$ cat src/rtl/snes_pad_reader.sv
// SNES controller reader: drives the latch/shift-clock strobes, samples the 16-bit serial frame,
// and publishes decoded buttons, pad presence, a steering state code and one-cycle press pulses.
module snes_pad_reader #(
    parameter int DIV  = 300,
    parameter int POLL = 833333
) (
    input  logic        clk,
    input  logic        rst,
    input  logic        pad_data,
    output logic        pad_latch,
    output logic        pad_clk,
    output logic [11:0] buttons,
    output logic        pad_present,
    output logic        frame_valid,
    output logic [1:0]  state,
    output logic        left_p,
    output logic        right_p,
    output logic        center_p
);
    localparam int DW = $clog2(2 * DIV);
    localparam int PW = $clog2(POLL);
    localparam logic [DW-1:0] LAT_END  = DW'(2 * DIV - 1);
    localparam logic [DW-1:0] HALF_END = DW'(DIV - 1);
    localparam logic [DW-1:0] CNT_ONE  = DW'(1);
    localparam logic [PW-1:0] POLL_END = PW'(POLL - 1);
    localparam logic [PW-1:0] POLL_ONE = PW'(1);

    typedef enum logic [2:0] {
        ST_IDLE   = 3'd0,
        ST_LATCH  = 3'd1,
        ST_CLK_LO = 3'd2,
        ST_CLK_HI = 3'd3,
        ST_DONE   = 3'd4
    } fsm_t;

    // Raw frame bits are active-low; an absent pad (upper nibble not all ones) reports nothing.
    function automatic logic [11:0] decode_buttons(input logic [15:0] raw);
        decode_buttons = (&raw[15:12]) ? ~raw[11:0] : 12'h000;
    endfunction

    logic          sync1_r;
    logic          sync2_r;
    logic [PW-1:0] poll_cnt_r;
    logic          poll_tick_s;
    fsm_t          fsm_r;
    logic [DW-1:0] div_cnt_r;
    logic [4:0]    pulse_cnt_r;
    logic [15:0]   raw_r;
    logic          pad_latch_r;
    logic          pad_clk_r;
    logic [11:0]   buttons_r;
    logic          present_r;
    logic          frame_valid_r;
    logic          left_p_r;
    logic          right_p_r;
    logic          center_p_r;
    logic [11:0]   new_buttons_s;
    logic [1:0]    state_s;

    // Two-flop synchronizer for the asynchronous pad data line.
    always_ff @(posedge clk or negedge rst) begin
        if (!rst) begin
            sync1_r <= 1'b0;
            sync2_r <= 1'b0;
        end else begin
            sync1_r <= pad_data;
            sync2_r <= sync1_r;
        end
    end

    // Free-running poll counter; the tick fires whenever it sits at zero, so right after reset too.
    always_ff @(posedge clk or negedge rst) begin
        if (!rst) begin
            poll_cnt_r <= {PW{1'b0}};
        end else if (poll_cnt_r == POLL_END) begin
            poll_cnt_r <= {PW{1'b0}};
        end else begin
            poll_cnt_r <= poll_cnt_r + POLL_ONE;
        end
    end

    assign poll_tick_s   = (poll_cnt_r == {PW{1'b0}});
    assign new_buttons_s = decode_buttons(raw_r);

    // Frame sequencer: strobe generation, bit sampling and the end-of-frame publish.
    always_ff @(posedge clk or negedge rst) begin
        if (!rst) begin
            fsm_r         <= ST_IDLE;
            div_cnt_r     <= {DW{1'b0}};
            pulse_cnt_r   <= 5'd0;
            raw_r         <= 16'h0000;
            pad_latch_r   <= 1'b0;
            pad_clk_r     <= 1'b1;
            buttons_r     <= 12'h000;
            present_r     <= 1'b0;
            frame_valid_r <= 1'b0;
            left_p_r      <= 1'b0;
            right_p_r     <= 1'b0;
            center_p_r    <= 1'b0;
        end else begin
            frame_valid_r <= 1'b0;
            left_p_r      <= 1'b0;
            right_p_r     <= 1'b0;
            center_p_r    <= 1'b0;
            case (fsm_r)
                ST_IDLE: begin
                    pad_clk_r <= 1'b1;
                    if (poll_tick_s) begin
                        fsm_r       <= ST_LATCH;
                        pad_latch_r <= 1'b1;
                        div_cnt_r   <= {DW{1'b0}};
                        pulse_cnt_r <= 5'd0;
                    end else begin
                        pad_latch_r <= 1'b0;
                    end
                end
                ST_LATCH: begin
                    if (div_cnt_r == LAT_END) begin
                        raw_r[0]    <= sync2_r;
                        fsm_r       <= ST_CLK_LO;
                        pad_latch_r <= 1'b0;
                        pad_clk_r   <= 1'b0;
                        div_cnt_r   <= {DW{1'b0}};
                    end else begin
                        div_cnt_r <= div_cnt_r + CNT_ONE;
                    end
                end
                ST_CLK_LO: begin
                    if (div_cnt_r == HALF_END) begin
                        fsm_r       <= ST_CLK_HI;
                        pad_clk_r   <= 1'b1;
                        div_cnt_r   <= {DW{1'b0}};
                        pulse_cnt_r <= pulse_cnt_r + 5'd1;
                    end else begin
                        div_cnt_r <= div_cnt_r + CNT_ONE;
                    end
                end
                ST_CLK_HI: begin
                    if (div_cnt_r == HALF_END) begin
                        div_cnt_r <= {DW{1'b0}};
                        // pulse_cnt_r already names the pulse just completed; pulse 16 is not stored.
                        if (pulse_cnt_r < 5'd16) begin
                            raw_r[pulse_cnt_r[3:0]] <= sync2_r;
                            fsm_r     <= ST_CLK_LO;
                            pad_clk_r <= 1'b0;
                        end else begin
                            fsm_r         <= ST_DONE;
                            frame_valid_r <= 1'b1;
                            present_r     <= &raw_r[15:12];
                            buttons_r     <= new_buttons_s;
                            left_p_r      <= new_buttons_s[6] & ~buttons_r[6];
                            right_p_r     <= new_buttons_s[7] & ~buttons_r[7];
                            center_p_r    <= new_buttons_s[8] & ~buttons_r[8];
                        end
                    end else begin
                        div_cnt_r <= div_cnt_r + CNT_ONE;
                    end
                end
                ST_DONE: begin
                    fsm_r <= ST_IDLE;
                end
                default: begin
                    fsm_r       <= ST_IDLE;
                    pad_latch_r <= 1'b0;
                    pad_clk_r   <= 1'b1;
                end
            endcase
        end
    end

    // Steering code with Left > Right > A priority.
    always_comb begin
        state_s = 2'b00;
        if (buttons_r[6]) begin
            state_s = 2'b10;
        end else if (buttons_r[7]) begin
            state_s = 2'b01;
        end else if (buttons_r[8]) begin
            state_s = 2'b11;
        end else begin
            state_s = 2'b00;
        end
    end

    assign pad_latch   = pad_latch_r;
    assign pad_clk     = pad_clk_r;
    assign buttons     = buttons_r;
    assign pad_present = present_r;
    assign frame_valid = frame_valid_r;
    assign state       = state_s;
    assign left_p      = left_p_r;
    assign right_p     = right_p_r;
    assign center_p    = center_p_r;
endmodule
$ cat config.mk
export PLATFORM = sky130hd
export DESIGN_NAME = snes_pad_reader
export DESIGN_NICKNAME = d
export VERILOG_FILES = /design/src/rtl/snes_pad_reader.sv
export SDC_FILE = /design/constraint.sdc
export NUM_CORES = 1
export LEC_CHECK = 0
export BUFFER_PORTS_ARGS = -buffer_cell sky130_fd_sc_hd__buf_2
export CAP_MARGIN = 15
export CORE_MARGIN = 2
export CORE_UTILIZATION = 54
export DETAILED_ROUTE_END_ITERATION = 16
export GPL_TIMING_DRIVEN = 1
export PLACE_DENSITY_LB_ADDON = 0.1
export SLEW_MARGIN = 5
export SYNTH_ARGS = -nofsm -noshare
export SYNTH_HDL_FRONTEND = slang
export SYNTH_SLANG_ARGS = --single-unit
$ cat constraint.sdc
create_clock -name clk -period 1.9 [get_ports clk]
set_input_delay 0.095 -clock clk [delete_from_list [all_inputs] [get_ports clk]]
set_output_delay 0.095 -clock clk [all_outputs]
set_load 0.005 [all_outputs]
==> results.toml <==
[routing]
drt-vias-per-instance = 5.53
drt_iter0_drc = 108
dr.pass1.iters = 4
drt-total-wl_um = 7390
routedWlPerCell_um = 15.4
drc_errors = 0
vias = 2655
detail-route-antenna-nets = 0

[worst_setup_path]
critPathLaunchType = "flop"
worstPathMaxFanout = 4
arrival_ns = 2.27
critPathCaptureType = "flop"
critical_path_class = "reg2reg"
required_ns = 2.12

[grt]
antenna_found_initial = 0
grt_pass1_wl_um = 12700
grt_max_degree = 40
gr-total-overflow = 0
grt_pass1_vias = 2551
grt_use_total_pct = 22.3

[clocking]
cts_tree = "done"
cts-root-buf = "clkbuf_8"
clkSinkCount = 75
cts_buffers = 9
clk_pin_slew_worst_paths_ns = 0.08
worstSkewPairLatency_ns = 0.34
clock_path_buffers = 2
cts_max_level = 3

[run_status]
violations = "setup timing"
status = "finished with violations"

[synth]
synth_edf_count = 0
yosys_most_used_dff = "dfrtp_1"
syn_inst = 336
yosys_warnings = 0
ys_types = 49
yosysTopAreaCellShare_pct = 52.4
synth_top_cell_by_area = "dfrtp_1"
ys_ff_latch = 75
avgSynthCellArea_um2 = 10.5
synthTopCellsByArea = "dfrtp_1 (52%), mux2_2 (5.4%), nand2_1 (4.9%)"
syn_area_um2 = 3530
synth_seq_area_share_pct = 53.2
syn_nets = 346
async_flop_share_pct = 100

[floorplanning]
num_rows = 29
die_x_um = 84.9
start_util_pct = 55.6
io_pins = 24
die_area_um2 = 7200
core-area_um2 = 6350
die_h_um = 84.9

[cells_and_area]
fin_area_um2 = 4360
regArea_um2 = 1880
drive_gt1_share_pct = 33.5
nNetsFinal = 408
diodes = 0
mostFrequentLayoutCell = "dfrtp_1"
areaGrowthSynthToFinish_pct = 23.4
mostFrequentLayoutCells = "dfrtp_1 (74), nand2_1 (39), nor2_1 (29), buf_4 (29), buf_2 (23)"
fillCellCount = 483
multi_input_area_um2 = 1650

[power]
power_density_nw_per_um2 = 695
p_leak_nw = 2.17
peakVddDrop_v = 0.000731

[placement]
gp_congestion = 0.854
numPortBuffers = 23
placed_cell_area_um2 = 3990
post-place-ws_ns = -0.204
dp_hpwl_um = 4870

[sta]
fin_ws_ns = -0.145
max_slew.worst_pin.slew_ns = 0.484
maxSlewHeadroom_pct = 67.7
slew_viol_final = 0
tns_ns = -3.02
finalCritPeriodShare_pct = 108
hold_violations = 0
skew_ns = 0.0106
fin_crit_ns = 2.05
rsz0062_at_grt = "true"
fmax_ghz = 0.489
setup_violations = 38

[hold_path]
hold_class = "in2async"

[run]
drv_cap = 0
==> power breakdown <==
group / switching, W / total (W) / internal, W / leakage (nW)
combinational: 0.0000312 / 0.0000404 / 0.00000922 / 1.05
clock: 0.000605 / 0.00139 / 0.000781 / 0.106
sequential: 0.00000471 / 0.00160 / 0.00160 / 1.01
==> layer usage <==
metal | global-route usage, % | routed length [um]
met1 | 33.6 | 3530
met2 | 33.4 | 3540
met3 | 3.70 | 239
met4 | 7.22 | 75
met5 | 0 | 0
==> cell usage after synthesis, types with 5 or more instances <==
cell	n
mux2_2	17
nand2_1	46
nor4_1	8
xnor2_1	10
nor2_1	29
nand4_1	9
a31oi_1	6
xor2_1	10
dfrtp_1	74
o21ai_0	13
and3_1	5
nand3_1	14
o21ai_2	6
inv_1	15
a21oi_1	6
nor3_1	5
clkbuf_1	6
ha_1	7
==> logic make-up after synthesis <==
| family | count (synthesis) | share of synthesized area, % |
|---|---|---|
| muxes | 18 | 5.70 |
| DFF | 75 | 53.2 |
| and+or+nand+nor | 142 | 21.0 |
| buffers and inverters | 26 | 3.29 |
| AOI/OAI and AO/OA | 48 | 9.35 |
| adders and majority gates | 7 | 2.48 |
| xor gates and xnor gates | 20 | 4.96 |
==> timing repair <==
| action | 4_1_cts | 5_1_grt |
|---|---|---|
| buffers inserted | 0 | 2 |
| setup endpoints to repair | 41 | 49 |
| hold buffers | 2 | 0 |
| gates resized for setup | 28 | 16 |
| cloned | 1 | 1 |
| hold endpoints to repair | 36 | 0 |
| pin swaps | 4 | 4 |
==> path summary, 6_finish.rpt <==
check / from / to / slack, ns / cells after the start
setup reg to reg: div_cnt_r[7] / pulse_cnt_r[0] / -0.15 / 6
hold reg to reg: sync1_r / sync2_r / 0.36 / 0
setup / recovery: div_cnt_r[7] / pulse_cnt_r[0] / -0.15 / 6
min in group clk: sync1_r / sync2_r / 0.36 / 0
hold / removal: rst / div_cnt_r[5] / 0.25 / 2
max in group asynchronous: rst / poll_cnt_r[15] / 1.06 / 3
==> layout make-up <==
class / count / share of cell area, %
timing repair buffer: 61 / 10.3
tap: 77 / 2.21
multi-input combinational: 236 / 37.9
sequential: 75 / 43.1
inverter: 15 / 1.29
clock inverter: 5 / 1.92
clock buffer: 11 / 3.24
==> through the flow <==
stage | total power [W] | std cells | util, % | hold WS (ns)
after floorplan | 0.00163 | 336 | - | -0.201
after global placement | 0.00167 | 459 | 62.8 | 0.0881
after detailed placement | 0.00167 | 459 | 62.8 | 0.0974
after CTS | 0.00306 | 477 | 67.3 | 0.261
after global routing | 0.00313 | 480 | 68.6 | 0.285
final | 0.00303 | 480 | 68.6 | 0.246
==> sequential cells by signal (all words and copies together) (netlist names) <==
register,flops
sync2_r,1
sync1_r,1
pulse_cnt_r,5
frame_valid,1
raw_r,16
pad_present,1
right_p,1
left_p,1
pad_clk,1
div_cnt_r,10
buttons,12
pad_latch,1
fsm_r,3
poll_cnt_r,20
center_p,1
==> critical path, stage by stage (launching register included) <==
cell and delay, ns:
dfrtp_1 0.38, or4_4 0.56, nor3_4 0.20, buf_6 0.14, o21ai_4 0.07, a2111o_1 0.32, mux2_2 0.27
Power figures use the tool's default switching activity.
